## src/rtl/branch_pc_sequencer_pkg.sv

```systemverilog
// branch_pc_sequencer_pkg: branch type and FSM state encodings plus the PC defaults.
package branch_pc_sequencer_pkg;
    localparam int          PC_WIDTH_DEF = 16;
    localparam logic [15:0] RESET_PC_DEF = 16'h0000;
    typedef enum logic [1:0] {
        BR_NONE = 2'b00,
        BR_BEQ  = 2'b01,
        BR_BNE  = 2'b10,
        BR_JUMP = 2'b11
    } br_type_e;
    localparam logic [1:0] ST_IDLE    = 2'd0;
    localparam logic [1:0] ST_CALC    = 2'd1;
    localparam logic [1:0] ST_RESOLVE = 2'd2;
    function automatic logic br_taken(input logic [1:0] typ, input logic zero);
        return (typ == BR_JUMP) || (typ == BR_BEQ && zero) || (typ == BR_BNE && !zero);
    endfunction
endpackage

```

## src/rtl/branch_target_adder.sv

```systemverilog
// branch_target_adder: sign-extends a PC-relative byte offset and adds it to a base PC.
module branch_target_adder #(
    parameter int PC_WIDTH  = 16,
    parameter int OFF_WIDTH = 13
) (
    input  logic [PC_WIDTH-1:0]  i_base,
    input  logic [OFF_WIDTH-1:0] i_off,
    output logic [PC_WIDTH-1:0]  o_sum
);
    logic [PC_WIDTH-1:0] w_sext;
    assign w_sext = {{(PC_WIDTH-OFF_WIDTH){i_off[OFF_WIDTH-1]}}, i_off};
    assign o_sum  = i_base + w_sext;
endmodule

```

## src/rtl/branch_pc_sequencer.sv

```systemverilog
// branch_pc_sequencer: IDLE/CALC/RESOLVE PC sequencer committing branch targets on the ALU zero flag.
// Define BRANCH_STATS_EN to add the branch_count/branch_total statistics outputs.
module branch_pc_sequencer
    import branch_pc_sequencer_pkg::*;
#(
    parameter int                  PC_WIDTH  = PC_WIDTH_DEF,
    parameter int                  OFF_WIDTH = 13,
    parameter logic [PC_WIDTH-1:0] RESET_PC  = PC_WIDTH'(RESET_PC_DEF)
) (
    input  logic                 CLK,
    input  logic                 RST_n,
    input  logic [OFF_WIDTH-1:0] offset_sh,
    input  logic [1:0]           br_type,
    input  logic                 start,
    input  logic                 stall,
    input  logic                 cond_zero,
    output logic [PC_WIDTH-1:0]  pc,
    output logic [PC_WIDTH-1:0]  target,
    output logic                 busy,
    output logic                 done,
`ifdef BRANCH_STATS_EN
    output logic [15:0]          branch_count,
    output logic [15:0]          branch_total,
`endif
    output logic                 taken
);
    logic [1:0]           r_state;
    logic [PC_WIDTH-1:0]  r_pc;
    logic [PC_WIDTH-1:0]  r_target;
    logic [OFF_WIDTH-1:0] r_off;
    logic [1:0]           r_type;
    logic                 r_done;
    logic                 r_taken;
    logic [PC_WIDTH-1:0]  w_target;
    logic                 w_tk;
    logic                 w_commit;

    branch_target_adder #(.PC_WIDTH(PC_WIDTH), .OFF_WIDTH(OFF_WIDTH)) u_adder (
        .i_base (r_pc),
        .i_off  (r_off),
        .o_sum  (w_target)
    );

    assign w_tk     = br_taken(r_type, cond_zero);
    assign w_commit = (r_state == ST_RESOLVE) && !stall;

    always_ff @(posedge CLK or negedge RST_n) begin
        if (!RST_n) begin
            r_state  <= ST_IDLE;
            r_pc     <= RESET_PC;
            r_target <= '0;
            r_off    <= '0;
            r_type   <= '0;
            r_done   <= 1'b0;
            r_taken  <= 1'b0;
        end else begin
            r_done <= 1'b0;
            case (r_state)
                ST_IDLE: if (start && !stall) begin
                    r_off   <= offset_sh;
                    r_type  <= br_type;
                    r_pc    <= r_pc + PC_WIDTH'(2);
                    r_state <= ST_CALC;
                end
                // r_pc already holds the sequential PC here, so the target is PC+2+offset
                ST_CALC: begin
                    r_target <= w_target;
                    r_state  <= ST_RESOLVE;
                end
                ST_RESOLVE: if (!stall) begin
                    if (w_tk) r_pc <= r_target;
                    r_taken <= w_tk;
                    r_done  <= 1'b1;
                    r_state <= ST_IDLE;
                end
                default: r_state <= ST_IDLE;
            endcase
        end
    end

`ifdef BRANCH_STATS_EN
    logic [15:0] r_count;
    logic [15:0] r_total;
    always_ff @(posedge CLK or negedge RST_n) begin
        if (!RST_n) begin
            r_count <= '0;
            r_total <= '0;
        end else if (w_commit) begin
            if (w_tk) r_count <= r_count + 16'd1;
            if (r_type != BR_NONE) r_total <= r_total + 16'd1;
        end
    end
    assign branch_count = r_count;
    assign branch_total = r_total;
`endif

    assign pc     = r_pc;
    assign target = r_target;
    assign busy   = (r_state != ST_IDLE);
    assign done   = r_done;
    assign taken  = r_taken;
endmodule

```

## config.mk

```make
export PLATFORM = sky130hd
export DESIGN_NAME = branch_pc_sequencer
export DESIGN_NICKNAME = d
export VERILOG_FILES = /design/src/rtl/branch_pc_sequencer_pkg.sv /design/src/rtl/branch_target_adder.sv /design/src/rtl/branch_pc_sequencer.sv
export SDC_FILE = /design/constraint.sdc
export NUM_CORES = 1
export LEC_CHECK = 0
export ABC_CLOCK_PERIOD_IN_PS = 4300
export CAP_MARGIN = 25
export CORE_ASPECT_RATIO = 0.5
export CORE_UTILIZATION = 45
export DETAILED_ROUTE_END_ITERATION = 16
export DONT_BUFFER_PORTS = 1
export PLACE_DENSITY_LB_ADDON = 0.2
export SYNTH_ARGS = -nofsm -noshare
export SYNTH_HDL_FRONTEND = slang
export SYNTH_SLANG_ARGS = --single-unit
```

## constraint.sdc

```tcl
create_clock -name CLK -period 4.3 [get_ports CLK]
set_clock_uncertainty 0.1 [all_clocks]
set_input_delay 0.86 -clock CLK [delete_from_list [all_inputs] [get_ports CLK]]
set_output_delay 0.86 -clock CLK [all_outputs]
set_load 0.01 [all_outputs]
```

-- Yosys cells after proc, flatten, opt, wreduce, memory -nomap -nowiden
Index checks and enable logic that the tools add are counted.
- reductions and logical operators: 14
- bitwise gates (word level): 1
- eq/ne operators: 8
- add/sub/neg operators: 2
- mux-type cells: 9
- operators by type and width (kind ; number):
    16-bit 2-to-1 mux ; 3
    16-bit one-hot mux with 2 select lines ; 1
    16-bit adder ; 1
    16-bit by 2-bit adder with 16-bit output (second input constant) ; 1
    2-bit == test (second input constant) ; 3
    2-bit inequality test (second input constant) ; 3
    2-bit one-hot mux with 3 select lines ; 1
    2-bit AND reduction ; 3
    2-bit by 1-bit == test with 1-bit output (second input constant) ; 2
    2-bit 2-to-1 mux ; 2
    4-bit AND reduction ; 1
    2-bit nonzero test ; 2
    1-bit logical AND ; 3
    1-bit logical NOT ; 2
    2-bit logical NOT ; 1
    1-bit logical OR ; 2
    1-bit 2-to-1 mux ; 2
    1-bit inverter ; 1
- bits of input ports: 20
- flip-flop bits (word level): 51

-- Longest topological paths before layout
- depth in word-level cells: 7
- gate-level depth with buffers: 7

-- Cells and area by module
Synthesis repeated with hierarchy kept, for this count alone.
- cells, all modules: 303
- area, all modules: 3148.0 um^2
- by module, submodules not included (module ; times used ; sequential area each (um^2) ; area each (um^2) ; cells an instance):
    branch_pc_sequencer ; 1 ; 1276.2 ; 2423.6 ; 205
    branch_target_adder ; 1 ; 0.0 ; 724.4 ; 98

-- Least setup slack after synthesis
No wires, ideal clock.
- path type: register -> register
- start: reg r_pc[0] (netlist: pc[0])
- end: reg r_target[10] (netlist: target[10])
- data arrival time: 2037 ps
- path buffers: 0
- clock period less this slack: 2232 ps
- setup slack: 2068 ps
- cell stages (with the launch flop): 8
- cells stage by stage: dfrtp_1 > ha_1 > fa_1 > a21o_2 > a311oi_2 > nor3_1 > o21a_1 > o31ai_1
- cells in the longest elaborated chain, start to end: 1
- ends and longest elaborated chain (element ; RTL line ; RTL):
    start: declaration ; branch_pc_sequencer.sv:28 ; logic [PC_WIDTH-1:0] r_pc;
    start signal: assignment ; branch_pc_sequencer.sv:62 ; r_pc <= r_pc + PC_WIDTH'(2);
    start signal: assignment ; branch_pc_sequencer.sv:71 ; if (w_tk) r_pc <= r_target;
    16-bit adder ; branch_target_adder.sv:12 ; assign o_sum = i_base + w_sext;
    end signal: assignment ; branch_pc_sequencer.sv:67 ; r_target <= w_target;
    end: declaration ; branch_pc_sequencer.sv:29 ; logic [PC_WIDTH-1:0] r_target;
No other way between the ends.
A chain may end at the register's enable or synchronous reset.

-- Final worst setup path
- start: reg r_pc[0] (netlist: pc[0])
- end: reg r_target[12] (netlist: target[12])
The elaborated chain is that of the path after synthesis.

==> metrics.json <==
{
  "run_status": {"value": "finished clean"},
  "drt_wl_total": {"value": 7960, "unit": "um"},
  "final_hold_viol_count": {"value": 0},
  "antenna_found_initial": {"value": 0},
  "syn_nets": {"value": 369},
  "max_buffers_root_to_sink": {"value": 2},
  "cts_repair_resize_count": {"value": 0},
  "routedWlPerCell": {"value": 19.2, "unit": "um"},
  "yosysUniqueCellTypes": {"value": 55},
  "setup-violations-final": {"value": 0},
  "yosysTopAreaCellShare": {"value": 41.4, "unit": "%"},
  "synth-seq-area-share": {"value": 41.4, "unit": "%"},
  "drt_drc_violations_left": {"value": 0},
  "synth_top_cells_by_area": {"value": "dfrtp_1 (41%), ha_1 (6.5%), a21oi_1 (6.2%), mux2_2 (5.9%), nand2_1 (5.6%)"},
  "dieArea": {"value": 7200, "unit": "um^2"},
  "grt.total_usage": {"value": 23.6, "unit": "%"},
  "postCtsHoldBufs": {"value": 0},
  "synth_enable_flop_cells": {"value": 0},
  "die_h": {"value": 60.5, "unit": "um"},
  "setup.worst_path.end": {"value": "target[12]"},
  "final_period_minus_worst_setup_slack": {"value": 2490, "unit": "ps"},
  "dieWidth": {"value": 119, "unit": "um"},
  "design.core.area": {"value": 6330, "unit": "um^2"},
  "max_freq": {"value": 402, "unit": "MHz"},
  "clk_root_buffer_cell": {"value": "clkbuf_16"},
  "syn_to_final_growth": {"value": 6.91, "unit": "%"},
  "cts_htree_levels": {"value": 2},
  "drt-pass1-iter-count": {"value": 5},
  "postSynth.topFlopCell": {"value": "dfrtp_1"},
  "slew-limit-headroom": {"value": 41.3, "unit": "%"},
  "grt_first_pass_wirelength": {"value": 12600, "unit": "um"},
  "setup_tns": {"value": 0, "unit": "ps"},
  "worstSetupStartpointType": {"value": "flop"},
  "ys_async_sr_fraction": {"value": 100, "unit": "%"},
  "grt_max_degree": {"value": 52},
  "setup.worst_path.start": {"value": "pc[0]"},
  "critical_path.max_stage_delay": {"value": 420, "unit": "ps"},
  "antenna_viol_nets_final": {"value": 0},
  "synthesis.area_per_instance": {"value": 9.27, "unit": "um^2"},
  "crit_fanout": {"value": 4},
  "timing.hold.worst.class": {"value": "in2async"},
  "cp_top_family": {"value": "compound AO/OA/AOI/OAI gates"},
  "ff_latch_count_synth": {"value": 51},
  "numPortBuffers": {"value": 0},
  "drt_iter0_markers": {"value": 204},
  "cp.depth": {"value": 7},
  "timing.reg2reg.setup_slack": {"value": 1810, "unit": "ps"},
  "layout_worst_path_cycle_share": {"value": 57.9, "unit": "%"},
  "cts-buffers-inserted": {"value": 5},
  "p_leak": {"value": 1.38, "unit": "nW"},
  "post-dp-hpwl": {"value": 5910, "unit": "um"},
  "route.vias.total": {"value": 2535},
  "gpl.final_weighted_congestion": {"value": 0.839},
  "power_per_cell_area": {"value": 804, "unit": "nW/um^2"},
  "cp-end-kind": {"value": "flop"},
  "worst_ep_required_time": {"value": 4410, "unit": "ps"},
  "ratio_of_cells_with_drive_above_1_in_the_final_layout": {"value": 11.7, "unit": "%"},
  "cell_type_of_the_slowest_stage_on_the_worst_timing_path": {"value": "dfrtp_1"},
  "preCtsSetupSlack": {"value": 1620, "unit": "ps"},
  "finalNetCount": {"value": 362},
  "fp-row-count": {"value": 20},
  "drv.max_cap_violation_count": {"value": 0},
  "largest_voltage_drop_on_the_vdd_net": {"value": 0.338, "unit": "mV"},
  "worstSetupPathType": {"value": "reg2reg"},
  "r2r_end": {"value": "target[12]"},
  "avgViaCountPerCell": {"value": 6.12},
  "numClockSinks": {"value": 51},
  "tightest_slew": {"value": 879, "unit": "ps"},
  "worst_r2r_path_depth": {"value": 7},
  "worst_path_arrival_time": {"value": 2600, "unit": "ps"},
  "ioPinCount": {"value": 55},
  "setup_slack": {"value": 1810, "unit": "ps"},
  "start_util": {"value": 48.6, "unit": "%"},
  "post_synth_instance_area": {"value": 3080, "unit": "um^2"},
  "clk_pin_slew_worst_paths": {"value": 70, "unit": "ps"},
  "grt_pass1_vias": {"value": 2357},
  "tritoncts": {"value": "done"},
  "cp_cell_sequence": {"value": "ha_1 -> fa_1 -> a21o_2 -> a311oi_2 -> o21ai_0 -> a21o_1 -> o211ai_1"},
  "r2r_start": {"value": "pc[0]"},
  "synth-warning-count": {"value": 0},
  "synth_area_leader_cell": {"value": "dfrtp_1"},
  "diodes": {"value": 0},
  "global_route.overflow_total": {"value": 0},
  "cts_setup_buffers": {"value": 0},
  "synthesis.instances": {"value": 332},
  "clk_latency": {"value": 290, "unit": "ps"},
  "slew_viol_final": {"value": 0},
  "rsz_0062_raised_after_global_routing": {"value": "no"},
  "path_buf_inv": {"value": 0}
}
-- layout make-up --
class                      count  area, um^2
clock inverter                 2        16.3
multi-input combinational    262        1710
timing repair buffer           3        33.8
tap                           88         110
sequential                    51        1280
fill                         574        3040
clock buffer                   6         139
inverter                       2        7.51
-- registers in the layout, indices dropped and copies added (netlist names) --
name,count
r_state,2
r_off,13
taken,1
done,1
pc,16
target,16
r_type,2
-- kinds of logic after synthesis --
group	synth area share (%)
AOI/OAI and AO/OA	22.1
xor gates and xnor gates	1.99
adders and majority gates	7.15
buffers and inverters	3.05
DFF	41.4
muxes	6.18
and+or+nand+nor	18.1
-- metal layers --
layer	vias to the layer above	GRT usage [%]	wire length [um]
li1	1211	-	-
met1	1231	35.8	4150
met2	79	34.6	3180
met3	14	4.23	528
met4	0	6.15	105
met5	-	0	0
-- worst min-delay path by stage --
stage / endpoint / slack (ps) / from
after global placement: r_type[1] / 390 / r_type[1]
after global routing: target[1] / 140 / RST_n
after detailed placement: r_type[1] / 400 / r_type[1]
final: target[3] / 160 / RST_n
after floorplan: r_type[1] / 380 / r_type[1]
after CTS: target[1] / 150 / RST_n
-- worst register-to-register path, delay by kind of cell (launching register included) --
kind                       cells  cell delay, ps
AOI/OAI and AO/OA              5            1210
adders and majority gates      2             680
DFF                            1             420
-- where the power goes --
group / total, mW / internal (mW) / switching [mW]
Clock: 0.410 / 0.233 / 0.177
Combinational: 1.18 / 0.494 / 0.688
Sequential: 1.06 / 0.669 / 0.386
-- placed cells by master, fill, tap and decap left out, types with 3 or more instances in the layout --
cell and instances:
o211ai_1 3, nand3_1 21, a21o_1 5, nor3_1 4, nand2b_1 3, a2bb2oi_1 3
nand4_1 5, mux2_2 16, nor2_1 19, and3_1 3, dfrtp_1 51, clkbuf_16 5
o21ai_0 25, a21oi_1 38, o22ai_1 7, xor2_1 4, nand2_1 46, ha_1 16
xnor2_1 3
-- synthesized netlist by cell type, types with 2 or more instances --
master	instances
dfrtp_1	51
a211o_1	2
o21ai_0	25
xnor2_1	3
nand4_1	5
a21oi_1	38
a21o_1	5
inv_1	2
ha_1	16
mux2_2	16
o311ai_0	2
a2111o_1	2
a221o_1	2
buf_2	9
nor3_1	4
a2bb2oi_1	3
and4_1	2
and3_1	3
clkbuf_1	6
xor2_1	4
nor2b_1	2
nand2_1	46
nor4_1	2
o211ai_1	3
o21a_1	2
a31o_2	2
nand2b_1	3
nand3_1	21
o22ai_1	7
nor2_1	19
-- metrics by stage --
| stage | instances | hold WS, ps | util [%] | power [mW] | area (um^2) |
|---|---|---|---|---|---|
| 4_1_cts | 412 | 148 | 51.6 | 2.64 | 3270 |
| 6_report | 414 | 158 | 52.0 | 2.65 | 3290 |
| 5_1_grt | 414 | 140 | 52.0 | 2.85 | 3290 |
| 2_1_floorplan | 332 | 380 | - | 1.88 | 3080 |
| 3_3_place_gp | 404 | 390 | 49.1 | 2.16 | 3110 |
| 3_5_place_dp | 404 | 397 | 49.1 | 2.21 | 3110 |
(Power assumes the default switching activity.)
